**config.mk**
```make
export PLATFORM = sky130hd
export DESIGN_NAME = div_seq_flat
export DESIGN_NICKNAME = d
export VERILOG_FILES = /design/src/rtl/div_if.sv /design/src/rtl/div_seq.sv /design/src/flat_wrapper.sv
export SDC_FILE = /design/constraint.sdc
export NUM_CORES = 1
export LEC_CHECK = 0
export CAP_MARGIN = 30
export CORE_MARGIN = 10
export CORE_UTILIZATION = 47
export DETAILED_ROUTE_END_ITERATION = 7
export PLACE_DENSITY = 0.73
export SLEW_MARGIN = 15
export SYNTH_ARGS = -nofsm -noshare
export SYNTH_HDL_FRONTEND = slang
export SYNTH_SLANG_ARGS = --single-unit
```
**constraint.sdc**
```tcl
create_clock -name cpu_clk_50M -period 9.9 [get_ports cpu_clk_50M]
set_clock_uncertainty 0.05 [all_clocks]
set_input_delay 1.485 -clock cpu_clk_50M [delete_from_list [all_inputs] [get_ports cpu_clk_50M]]
set_output_delay 1.485 -clock cpu_clk_50M [all_outputs]
set_load 0.02 [all_outputs]
```
**src/rtl/div_if.sv**
```systemverilog
// Handshake bundle between the EX stage and the iterative divider.
// The master launches and flushes divisions; the slave reports stall, busy and the HI/LO result.
interface div_if #(
  parameter int WIDTH = 32
);
  logic               div_start;
  logic               div_signed;
  logic [WIDTH-1:0]   div_opa;
  logic [WIDTH-1:0]   div_opb;
  logic               div_cancel;
  logic               div_busy;
  logic               div_stallreq;
  logic               div_done;
  logic               div_hilowe;
  logic [2*WIDTH-1:0] div_res;

  modport master (
    output div_start, div_signed, div_opa, div_opb, div_cancel,
    input  div_busy, div_stallreq, div_done, div_hilowe, div_res
  );

  modport slave (
    input  div_start, div_signed, div_opa, div_opb, div_cancel,
    output div_busy, div_stallreq, div_done, div_hilowe, div_res
  );
endinterface

```
**src/rtl/div_seq.sv**
```systemverilog
// Radix-2 restoring divider sequencer: one quotient bit per cycle, stalls the pipeline while
// working and delivers {remainder, quotient} with a one-cycle HI/LO write-enable pulse.
module div_seq #(
  parameter int WIDTH = 32
) (
  input  logic cpu_clk_50M,
  input  logic cpu_rst,
  div_if.slave bus
);
  localparam int CW = $clog2(WIDTH);
  localparam logic [CW-1:0] LAST_CNT = CW'(WIDTH - 1);
  localparam logic [CW-1:0] ONE_CNT  = CW'(1);

  typedef enum logic [1:0] {
    IDLE    = 2'd0,
    DIVZERO = 2'd1,
    RUN     = 2'd2,
    DONE    = 2'd3
  } state_t;

  state_t             state_r;
  logic [CW-1:0]      cnt_r;
  logic [WIDTH-1:0]   rem_r;
  logic [WIDTH-1:0]   quo_r;
  logic [WIDTH-1:0]   dvs_r;
  logic               neg_q_r;
  logic               neg_r_r;
  logic               busy_r;
  logic               done_r;
  logic [2*WIDTH-1:0] res_r;

  logic               launch_s;
  logic [WIDTH:0]     shift_s;
  logic [WIDTH:0]     trial_s;
  logic [WIDTH-1:0]   rem_nxt_s;
  logic [WIDTH-1:0]   quo_nxt_s;

  function automatic logic [WIDTH-1:0] neg_f(input logic [WIDTH-1:0] v);
    neg_f = (~v) + {{(WIDTH-1){1'b0}}, 1'b1};
  endfunction

  function automatic logic [WIDTH-1:0] abs_f(input logic [WIDTH-1:0] v, input logic sgn);
    if (sgn && v[WIDTH-1]) begin
      abs_f = neg_f(v);
    end else begin
      abs_f = v;
    end
  endfunction

  assign launch_s = bus.div_start & ~bus.div_cancel;

  // One restoring step: quo_r doubles as the dividend shift register feeding rem_r.
  always_comb begin
    shift_s = {rem_r, quo_r[WIDTH-1]};
    trial_s = shift_s - {1'b0, dvs_r};
    if (trial_s[WIDTH]) begin
      rem_nxt_s = shift_s[WIDTH-1:0];
      quo_nxt_s = {quo_r[WIDTH-2:0], 1'b0};
    end else begin
      rem_nxt_s = trial_s[WIDTH-1:0];
      quo_nxt_s = {quo_r[WIDTH-2:0], 1'b1};
    end
  end

  // Sequencer FSM with registered busy/done/result.
  always_ff @(posedge cpu_clk_50M or posedge cpu_rst) begin
    if (cpu_rst) begin
      state_r <= IDLE;
      cnt_r   <= '0;
      rem_r   <= '0;
      quo_r   <= '0;
      dvs_r   <= '0;
      neg_q_r <= 1'b0;
      neg_r_r <= 1'b0;
      busy_r  <= 1'b0;
      done_r  <= 1'b0;
      res_r   <= '0;
    end else begin
      done_r <= 1'b0;
      case (state_r)
        IDLE: begin
          if (launch_s) begin
            state_r <= (bus.div_opb == '0) ? DIVZERO : RUN;
            busy_r  <= 1'b1;
            cnt_r   <= '0;
            rem_r   <= '0;
            quo_r   <= abs_f(bus.div_opa, bus.div_signed);
            dvs_r   <= abs_f(bus.div_opb, bus.div_signed);
            neg_q_r <= bus.div_signed & (bus.div_opa[WIDTH-1] ^ bus.div_opb[WIDTH-1]);
            neg_r_r <= bus.div_signed & bus.div_opa[WIDTH-1];
          end else begin
            state_r <= IDLE;
            busy_r  <= 1'b0;
          end
        end
        DIVZERO: begin
          if (bus.div_cancel) begin
            state_r <= IDLE;
            busy_r  <= 1'b0;
          end else begin
            state_r <= DONE;
            done_r  <= 1'b1;
            res_r   <= {quo_r, {WIDTH{1'b1}}};
          end
        end
        RUN: begin
          if (bus.div_cancel) begin
            state_r <= IDLE;
            busy_r  <= 1'b0;
          end else begin
            rem_r <= rem_nxt_s;
            quo_r <= quo_nxt_s;
            cnt_r <= cnt_r + ONE_CNT;
            if (cnt_r == LAST_CNT) begin
              // Sign fixup also covers MIN/-1: negating 0x80..0 yields itself.
              state_r <= DONE;
              done_r  <= 1'b1;
              res_r   <= {neg_r_r ? neg_f(rem_nxt_s) : rem_nxt_s,
                          neg_q_r ? neg_f(quo_nxt_s) : quo_nxt_s};
            end else begin
              state_r <= RUN;
            end
          end
        end
        DONE: begin
          state_r <= IDLE;
          busy_r  <= 1'b0;
        end
        default: begin
          state_r <= IDLE;
          busy_r  <= 1'b0;
        end
      endcase
    end
  end

  assign bus.div_busy     = busy_r;
  assign bus.div_done     = done_r;
  assign bus.div_hilowe   = done_r;
  assign bus.div_res      = res_r;
  assign bus.div_stallreq = ((state_r == IDLE) & launch_s) | (state_r == DIVZERO) | (state_r == RUN);
endmodule

```
**src/flat_wrapper.sv**
```systemverilog
// flat-port wrapper written by rule: the top's interface ports become plain ports
module div_seq_flat 
#(
  parameter int WIDTH = 32
)
  (cpu_clk_50M, cpu_rst, bus_div_start, bus_div_signed, bus_div_opa, bus_div_opb, bus_div_cancel, bus_div_busy, bus_div_stallreq, bus_div_done, bus_div_hilowe, bus_div_res);
  div_if #(.WIDTH(WIDTH)) bus_i ();
  input  logic cpu_clk_50M;
  input  logic cpu_rst;
  input wire logic [$bits(bus_i.div_start)-1:0] bus_div_start;
  input wire logic [$bits(bus_i.div_signed)-1:0] bus_div_signed;
  input wire logic [$bits(bus_i.div_opa)-1:0] bus_div_opa;
  input wire logic [$bits(bus_i.div_opb)-1:0] bus_div_opb;
  input wire logic [$bits(bus_i.div_cancel)-1:0] bus_div_cancel;
  output wire logic [$bits(bus_i.div_busy)-1:0] bus_div_busy;
  output wire logic [$bits(bus_i.div_stallreq)-1:0] bus_div_stallreq;
  output wire logic [$bits(bus_i.div_done)-1:0] bus_div_done;
  output wire logic [$bits(bus_i.div_hilowe)-1:0] bus_div_hilowe;
  output wire logic [$bits(bus_i.div_res)-1:0] bus_div_res;
  assign bus_i.div_start = bus_div_start;
  assign bus_i.div_signed = bus_div_signed;
  assign bus_i.div_opa = bus_div_opa;
  assign bus_i.div_opb = bus_div_opb;
  assign bus_i.div_cancel = bus_div_cancel;
  assign bus_div_busy = bus_i.div_busy;
  assign bus_div_stallreq = bus_i.div_stallreq;
  assign bus_div_done = bus_i.div_done;
  assign bus_div_hilowe = bus_i.div_hilowe;
  assign bus_div_res = bus_i.div_res;
  div_seq #(.WIDTH(WIDTH)) u_core (.cpu_clk_50M(cpu_clk_50M), .cpu_rst(cpu_rst), .bus(bus_i));
endmodule
```
==> flow_summary.json, run 1 <==
{
  "power_density_nw_per_um2": 151,
  "vias_per_cell": 5.92,
  "maxSlewHeadroom_pct": 43.9,
  "synth.avg_cell_area_um2": 8.06,
  "fin_crit_sh_pct": 68.3,
  "path_clk_slew_ns": 0.08,
  "wl_per_cell_um": 19.0,
  "setup.worst_path.start": "u_core.quo_r[31]",
  "ioPinCount": 137,
  "synth_cells": 1541,
  "power.internal_uw": 1380,
  "max-cap-violations": 0,
  "clk_path_buf_depth": 2,
  "worstSkewPairLatency_ns": 0.44,
  "grt_pass1_wl_um": 60100,
  "status": "finished clean",
  "dr.pass1.iters": 8,
  "whs_ns": 0.431,
  "min_to": "u_core.dvs_r[12]",
  "slew_violations": 0,
  "fillCellCount": 2381,
  "worstHoldStart": "u_core.dvs_r[12]",
  "holdPathStages": 2,
  "tightestPinTransition_ns": 0.820,
  "hp-class": "register to register",
  "post-route-util_pct": 56.0,
  "synth-edff-count": 0,
  "synth_ff_type": "dfrtp_1",
  "portBuffers": 136,
  "drt-initial-drc-count": 1060,
  "syn_nets": 1653,
  "antenna_found_initial": 0,
  "grt_pass1_vias": 11400,
  "drc": 0,
  "clock_sinks": 171,
  "die_w_um": 183,
  "switching_share_pct": 37.5,
  "setup-tns-final_ns": 0,
  "cp_max_fo": 43,
  "power_switching_uw": 826,
  "leakagePower_uw": 0.00608,
  "die_h_um": 183,
  "routed-via-count": 11700,
  "path_class": "register to register",
  "final_area_um2": 14600,
  "syn2layout_area_growth_pct": 17.5,
  "ys_async_sr_fraction_pct": 100,
  "critPathCaptureType": "register",
  "cts_tree": "done",
  "placed_area_um2": 14000,
  "startpoint_type": "register",
  "setup_slack_ns": 3.13,
  "grt_max_degree": 100,
  "r2r_end": "u_core.bus.div_res[62]",
  "core-area_um2": 26100,
  "synthesis.area_um2": 12400,
  "crit-reg2reg-launch": "u_core.quo_r[31]",
  "nNetsFinal": 1735,
  "initial_core_util_pct": 47.7,
  "ys_seq_elements": 171,
  "routed_wl_um": 37500,
  "hold_viol_final": 0,
  "hold_buffers": 0,
  "grtUsageTotal_pct": 21.8,
  "crit_arrival_ns": 7.01,
  "cp.required_ns": 10.14,
  "antenna_cells": 0,
  "gr-total-overflow": 0,
  "rrSetupSlack_ns": 3.13,
  "dp_slack_ns": 3.35,
  "yosysSeqAreaShare_pct": 34.4,
  "p_seq_share_pct": 38.5,
  "h-tree-depth": 4,
  "place_hpwl_um": 27800,
  "rows": 59,
  "ys_types": 85,
  "globalplace.congestion": 0.915,
  "min_period_ns": 6.77,
  "cts_root_buffer": "clkbuf_16",
  "pwr-share-clk_pct": 30.5,
  "cts_resized": 0,
  "rsz0062_at_grt": "no",
  "clock.fmax_mhz": 148,
  "die_area_um2": 33300,
  "vdd.ir_drop.worst_uv": 90.0,
  "comb_power_share_pct": 31.0,
  "postCtsSetupBuffers": 0,
  "drive_above_1_share_pct": 5.14,
  "ff2ff_path_depth": 22,
  "setup_viol": 0,
  "ant_nets": 0,
  "ys_warn_count": 0,
  "cts-buffers-inserted": 17
}
[routing by layer]
layer	share of wire, %	up-vias	GRT usage, %
li1	-	5646	-
met1	44	5622	28.2
met2	50	340	37.1
met3	4.6	57	3.15
met4	1.9	0	5.60
met5	0	-	0
[kinds of logic after synthesis]
logic type | after synthesis | share of synthesized area (%)
AND/OR/NAND/NOR | 521 | 20.1
AO/OA/AOI/OAI | 493 | 24.4
flip-flops | 171 | 34.4
buffers and inverters | 146 | 4.55
XOR/XNOR | 135 | 9.52
adder cells (fa/ha/maj) | 43 | 4.39
multiplexers | 32 | 2.60
[Yosys cell counts, types with 3 or more instances]
master,count,area [um^2]
a2111oi_0,3,26.3
a211oi_1,9,67.6
a21boi_0,5,37.5
a21o_1,12,90.1
a21oi_1,159,796
a221oi_1,3,26.3
a22o_1,5,43.8
a31oi_1,3,18.8
a32oi_1,3,26.3
and2_1,9,56.3
and3_1,17,106
and4_1,3,26.3
buf_1,6,22.5
buf_2,11,55.1
clkbuf_1,69,259
dfrtp_1,171,4280
ha_1,42,526
inv_1,57,214
mux2i_1,30,300
nand2_1,193,724
nand2b_1,15,93.8
nand3_1,14,70.1
nand3b_1,3,22.5
nand4_1,14,87.6
nor2_1,134,503
nor2b_1,10,62.6
nor3_1,24,120
nor3_2,4,40.0
nor3b_1,7,52.6
nor4_1,17,106
o2111ai_1,3,26.3
o211ai_1,9,67.6
o21a_1,11,82.6
o21ai_0,181,906
o21ai_1,7,35.0
o21bai_1,6,45.0
o22ai_1,7,43.8
o31ai_1,18,135
o41ai_1,14,123
o41ai_2,5,81.3
or2_2,8,50.1
or3_1,25,156
or4_1,11,82.6
xnor2_1,59,517
xor2_1,76,666
[metrics by stage]
step,cells,power [uW]
after global placement,1936,1520
after CTS,1967,2200
after floorplan,1541,1310
after detailed placement,1936,1530
after global routing,1970,2320
final,1970,2200
[state kept, by name (all words and copies together), names as in the netlist]
register,flops
u_core.state_r,2
u_core.bus.div_done,1
u_core.quo_r,32
u_core.rem_r,32
u_core.neg_r_r,1
u_core.dvs_r,32
u_core.bus.div_res,64
u_core.bus.div_busy,1
u_core.cnt_r,5
u_core.neg_q_r,1
[worst max path at each step]
stage,to,slack (ns),cells past startpoint
finish,u_core.bus.div_res[62],3.13,22
global route,u_core.bus.div_res[62],2.83,22
CTS,u_core.bus.div_res[62],3.29,22
detailed placement,u_core.bus.div_res[62],3.35,22
global placement,u_core.bus.div_res[62],3.47,22
floorplan,u_core.bus.div_busy,3.73,1
[worst max-delay path, cell delays in order (launching register included)]
cell	delay (ns)
dfrtp_1	0.40
inv_1	0.11
ha_1	0.18
inv_1	0.06
fa_1	0.45
a211oi_4	0.32
o211ai_2	0.16
a2111oi_4	0.45
nor3_2	0.13
o21a_1	0.26
nor2_4	0.11
buf_4	0.48
inv_2	0.45
a21oi_1	0.37
ha_1	0.27
inv_1	0.08
or4_1	0.56
or3_1	0.37
mux2_1	0.32
o21bai_1	0.32
o41ai_2	0.43
xnor2_1	0.16
o22ai_1	0.10
[placed cells by master, fill, tap and decap left out, drive strengths merged, types with 15 or more instances in the layout]
cell type,n
a21oi,160
dfrtp,171
clkdlybuf4s50,136
xnor2,59
nor3,28
mux2i,30
nor2,135
nand2,193
clkbuf,17
or3,25
o31ai,19
xor2,76
nand3,15
o21ai,189
and3,17
inv,66
nand2b,15
nor4,18
o41ai,19
ha,42
[power by group through the flow]
| stage | Sequential, uW | Combinational, uW | Clock (uW) |
|---|---|---|---|
| 3_3_place_gp | 862 | 660 | 0 |
| 6_report | 848 | 683 | 671 |
| 4_1_cts | 851 | 671 | 675 |
| 3_5_place_dp | 864 | 667 | 0 |
| 2_1_floorplan | 851 | 461 | 0 |
| 5_1_grt | 859 | 759 | 706 |
[final cells by class]
type	count	area [um^2]	share of cell area, %
clock inverters	14	151	1.04
repair buffers	150	1510	10.3
clock buffers	17	425	2.91
inverters	59	226	1.55
flip-flops and latches	171	4280	29.3
multi-input cells	1224	7590	52.0
well taps	335	419	2.87
No activity file was read; power rests on OpenSTA's default activity.
==> run 2: changes to the inputs <==
clock period = 6.7 ns   (was 9.9 ns; I/O delays follow)
==> flow_summary.json, run 2 (synthesis gave the netlist of run 1 again) <==
{
  "status": "finished clean",
  "gr-total-overflow": 0,
  "ant_nets": 0,
  "hp-class": "register to register",
  "globalplace.congestion": 0.923,
  "initial_core_util_pct": 47.7,
  "largest_reg_flops": 64,
  "core-area_um2": 26100,
  "min_period_ns": 5.73,
  "clock_sinks": 171,
  "cp.required_ns": 6.94,
  "crit_top_cell": "inv_1",
  "drive_above_1_share_pct": 5.13,
  "setup-tns-final_ns": 0,
  "rows": 59,
  "antenna_found_initial": 0,
  "cts_root_buffer": "clkbuf_16",
  "place_hpwl_um": 28000,
  "mostFrequentLayoutCell": "nand2_1",
  "portBuffers": 136,
  "ioPinCount": 137,
  "grt_pass1_wl_um": 61700,
  "worst-path-buf-inv": 4,
  "critPathCaptureType": "register",
  "holdPathStages": 2,
  "grtUsageTotal_pct": 22.3,
  "wl_per_cell_um": 19.3,
  "ff2ff_path_depth": 21,
  "cts_resized": 0,
  "clk_path_buf_depth": 2,
  "slew_violations": 0,
  "vias_per_cell": 5.99,
  "antenna_cells": 0,
  "setup_slack_ns": 0.966,
  "slowest_stage": "or4_1",
  "max-cap-violations": 0,
  "cts-buffers-inserted": 17,
  "fin_crit_sh_pct": 85.6,
  "critPathTopFamily": "compound AO/OA/AOI/OAI gates",
  "worstSetupPathDepth": 21,
  "leakagePower_uw": 0.00608,
  "final_cell_mix": "193 x nand2_1, 181 x o21ai_0, 171 x dfrtp_1",
  "hold_buffers": 0,
  "cp_max_fo": 6,
  "crit_arrival_ns": 5.98,
  "routed_wl_um": 38000,
  "worstSkewPairLatency_ns": 0.43,
  "p_total_uw": 3300,
  "grt_pass1_vias": 11700,
  "startpoint_type": "register",
  "nNetsFinal": 1735,
  "postCtsSetupBuffers": 0,
  "crit_chain": "inv_1, ha_1, inv_1, fa_1, a211oi_4, o211ai_2, a2111oi_4, nor3_2, o21a_1, nor2_4, inv_2, a21oi_1, ha_1, inv_1, or4_1, or3_1, mux2_1, o21bai_1, o41ai_2, xnor2_1, o22ai_1",
  "drt-initial-drc-count": 1035,
  "drc": 0,
  "setup_viol": 0,
  "slowest_delay_ns": 0.56,
  "tightestPinTransition_ns": 0.983,
  "grt_max_degree": 97,
  "die_area_um2": 33300,
  "clock.fmax_mhz": 174,
  "syn2layout_area_growth_pct": 17.7,
  "dp_slack_ns": 1.04,
  "maxSlewHeadroom_pct": 34.5,
  "die_w_um": 183,
  "path_clk_slew_ns": 0.07,
  "dp_cells": 1937,
  "post-route-util_pct": 56.1,
  "die_h_um": 183,
  "cts_tree": "done",
  "power_density_nw_per_um2": 226,
  "rsz0062_at_grt": "no",
  "dr.pass1.iters": 5,
  "h-tree-depth": 4,
  "routed-via-count": 11800,
  "vdd.ir_drop.worst_uv": 152,
  "hold_viol_final": 0,
  "finalNonFillerCells": 1971,
  "path_class": "register to register"
}
run 2: cell count changes in the layout (fill, tap and decap cells not counted):
cell / change
buf_1: +1
clkinv_8: +1
clkbuf_8: +1
inv_8: -1
buf_12: -1
bufinv_16: +1
inv_6: -1
run 2: power breakdown:
group | switching, uW | internal (uW)
combinational | 608 | 395
clock | 494 | 548
sequential | 120 | 1140
run 2: layer usage:
| metal | GRT usage, % | vias up | part of all wire, % |
|---|---|---|---|
| met5 | 0 | - | 0 |
| met4 | 6.67 | 0 | 1.8 |
| met3 | 2.71 | 51 | 4.0 |
| met2 | 38.3 | 312 | 50 |
| met1 | 28.7 | 5796 | 44 |
| li1 | - | 5645 | - |
run 2: layout make-up:
| cell class | count | area, um^2 |
|---|---|---|
| fill | 2442 | 11400 |
| multi-input combinational | 1224 | 7590 |
| sequential | 171 | 4280 |
| timing repair buffer | 150 | 1490 |
| clock buffer | 18 | 439 |
| tap | 335 | 419 |
| inverter | 59 | 226 |
| clock inverter | 14 | 178 |
run 2: final timing paths:
| path | from | endpoint | slack (ns) |
|---|---|---|---|
| max | u_core.quo_r[31] | u_core.bus.div_res[62] | 0.97 |
| min | u_core.dvs_r[7] | u_core.dvs_r[7] | 0.43 |
| max reg2reg | u_core.quo_r[31] | u_core.bus.div_res[62] | 0.97 |
| min reg2reg | u_core.dvs_r[7] | u_core.dvs_r[7] | 0.43 |
| max in group asynchronous | cpu_rst | u_core.quo_r[21] | 4.25 |
| min in group asynchronous | cpu_rst | u_core.dvs_r[5] | 1.03 |
run 2: per-stage QoR:
stage,instance area (um^2),hold WS (ns)
6_report,14600,0.434
5_1_grt,14600,0.453
4_1_cts,14600,0.437
3_5_place_dp,14000,0.421
3_3_place_gp,14000,0.406
2_1_floorplan,12400,0.395
run 2: worst register-to-register path, stage by stage, from the launching register on:
cell and delay (ns):
dfrtp_1 0.40, inv_1 0.11, ha_1 0.18, inv_1 0.05
fa_1 0.45, a211oi_4 0.32, o211ai_2 0.16, a2111oi_4 0.39
nor3_2 0.13, o21a_1 0.26, nor2_4 0.21, inv_2 0.09
a21oi_1 0.22, ha_1 0.23, inv_1 0.07, or4_1 0.56
or3_1 0.38, mux2_1 0.31, o21bai_1 0.32, o41ai_2 0.47
xnor2_1 0.16, o22ai_1 0.09
==> RTL change: new RTL, config.mk and constraints of run 2 <==
`WIDTH` is set to 32 in 3 places; all go to 16.
--- a/src/rtl/div_if.sv
+++ b/src/rtl/div_if.sv
@@ -3,3 +3,3 @@
 interface div_if #(
-  parameter int WIDTH = 32
+  parameter int WIDTH = 16
 );
--- a/src/rtl/div_seq.sv
+++ b/src/rtl/div_seq.sv
@@ -3,3 +3,3 @@
 module div_seq #(
-  parameter int WIDTH = 32
+  parameter int WIDTH = 16
 ) (
--- a/src/flat_wrapper.sv
+++ b/src/flat_wrapper.sv
@@ -3,3 +3,3 @@
 #(
-  parameter int WIDTH = 32
+  parameter int WIDTH = 16
 )
Interface: changed (resized bus_div_opa, bus_div_opb and bus_div_res); port bits go from 137 to 73. The function was not compared with the original's and may differ.
==> RTL change against run 2 <==
Sequential cell count down 81; fmax up 22%; utilization up 0.55 points; power down 46%; worst setup slack better by 1.0 ns; final area down 49%; routed wire length down 52%; highest routed layer unchanged; area after synthesis down 50%.
==> RTL change: results (changes against run 2) <==
result_of_the_run: "complete, no violations"  # unchanged
final_net_count: 874  # was 1735
place.detailed.instances: 973  # was 1937
post_synth_main_area_contributors: "sky130_fd_sc_hd__dfrtp_1, sky130_fd_sc_hd__nand2_1, sky130_fd_sc_hd__o21ai_0"  # was sky130_fd_sc_hd__dfrtp_1, sky130_fd_sc_hd__o21ai_0, sky130_fd_sc_hd__a21oi_1
grt_pass1_wl_mm: 29.2  # was 61.7 mm
vias_in_the_first_global_route: 5772  # was 11684
insertion_delay_ns: 0.35  # was 0.43 ns
groute.layer.met1.usage: 0.253  # was 0.287
grt_util_all_layers: 0.196  # was 0.223
timing.reg2reg.worst_path_depth: 18  # was 21
layoutNonFillerInstCount: 992  # was 1971
fillerInstances: 1241  # was 2442
r2r_slack_ns: 2.01  # was 0.97 ns
number_of_buffers_added_by_the_clock_tree_synthesis_step: 9  # was 17
place.port_buffers: 72  # was 136
synth-compound-area-share: 0.234  # was 0.244
post_cts_resized: 0  # unchanged
place.detailed.hpwl_mm: 13.6  # was 28.0 mm
drt_wl_total_mm: 18.1  # was 38.0 mm
fraction_of_the_mapped_netlist_area_in_adder_cells: 0.0531  # was 0.0439
critical_path.reg2reg.endpoint: "u_core.bus.div_res[22]"  # was u_core.bus.div_res[62]
post_synth.cell_area_avg_um2: 8.26  # was 8.06 um^2
synthTopCellsByCount: "sky130_fd_sc_hd__nand2_1, sky130_fd_sc_hd__dfrtp_1, sky130_fd_sc_hd__o21ai_0"  # was sky130_fd_sc_hd__nand2_1, sky130_fd_sc_hd__o21ai_0, sky130_fd_sc_hd__dfrtp_1
grt.met2_usage: 0.314  # was 0.383
met3_track_demand_over_resource: 0.0456  # was 0.0271
synth_xor_xnor_area_share: 0.0880  # was 0.0952
synthDistinctLibCells: 69  # was 85
worst_hold_path.endpoint: "u_core.dvs_r[8]"  # was u_core.dvs_r[7]
largest_register_ffs: 32  # was 64
crit_fanout: 19  # was 6
placer_congestion_estimate: 0.945  # was 0.923
vdd_ir_drop_max_mv: 0.168  # was 0.152 mV
hold_path_startpoint: "u_core.dvs_r[8]"  # was u_core.dvs_r[7]
internal_power_uw: 1150  # was 2080 uW
cpPeakStageDelay_ns: 0.63  # was 0.56 ns
cp_data_arrival_time_ns: 4.89  # was 5.98 ns
mappedNetlistNets: 822  # was 1653
routed-via-count: 5945  # was 11804
startpoint_of_the_most_critical_register_to_register_path: "u_core.quo_r[15]"  # was u_core.quo_r[31]
max_slew_margin: 0.407  # was 0.345
largest_net_degree_at_the_start_of_global_routing: 59  # was 97
-- RTL change: through the flow --
step                      hold WS (ns)  setup slack, ns  power (uW)   util  cell area [um^2]
after CTS                        0.437             1.66        1770  0.565              7420
after global routing             0.450             1.60        1870  0.567              7450
after global placement           0.413             1.99        1180  0.539              7090
final                            0.431             2.01        1780  0.567              7450
after detailed placement         0.422             1.68        1190  0.539              7090
after floorplan                  0.400             2.86        1030      -              6270
-- RTL change: worst min-delay path, cell delays in order (launching register included) --
cell                      delay [ns]
sky130_fd_sc_hd__dfrtp_1        0.34
sky130_fd_sc_hd__nand2_1        0.05
sky130_fd_sc_hd__o21ai_0        0.06
-- RTL change: power by group through the flow --
stage / sequential (uW) / combinational [uW] / clock, uW
global placement: 671 / 511 / 0
global route: 674 / 587 / 605
CTS: 664 / 523 / 582
finish: 669 / 531 / 575
floorplan: 652 / 379 / 0
detailed placement: 675 / 520 / 0
-- RTL change: cells by family after synthesis --
| logic type | count (synthesis) |
|---|---|
| flip-flops | 90 |
| adder cells (fa/ha/maj) | 26 |
| XOR/XNOR | 63 |
| buffers and inverters | 73 |
| AO/OA/AOI/OAI | 231 |
| AND/OR/NAND/NOR | 262 |
| multiplexers | 14 |
-- RTL change: per-layer routing --
| metal | up-vias | part of all wire |
|---|---|---|
| li1 | 2814 | - |
| met1 | 2878 | 0.43 |
| met2 | 225 | 0.47 |
| met3 | 28 | 0.077 |
| met4 | 0 | 0.017 |
| met5 | - | 0 |
-- RTL change: worst max path at each step --
| stage | from | to | slack [ns] | depth (start not counted) |
|---|---|---|---|---|
| after floorplan | u_core.quo_r[15] | u_core.bus.div_res[22] | 2.86 | 19 |
| after global placement | u_core.quo_r[15] | u_core.bus.div_res[22] | 1.99 | 17 |
| after detailed placement | u_core.quo_r[15] | u_core.bus.div_res[22] | 1.68 | 17 |
| after global routing | u_core.quo_r[15] | u_core.bus.div_res[22] | 1.60 | 19 |
| after CTS | u_core.quo_r[15] | u_core.bus.div_res[22] | 1.66 | 17 |
| final | u_core.quo_r[15] | u_core.bus.div_res[22] | 2.01 | 18 |
-- RTL change: layout make-up --
cell class                      instances  share of cell area
Multi-Input combinational cell        596               0.500
Inverter                               33              0.0168
Timing Repair Buffer                   81               0.106
Sequential cell                        90               0.302
Tap cell                              176              0.0296
Clock buffer                           10              0.0321
Clock inverter                          6              0.0129
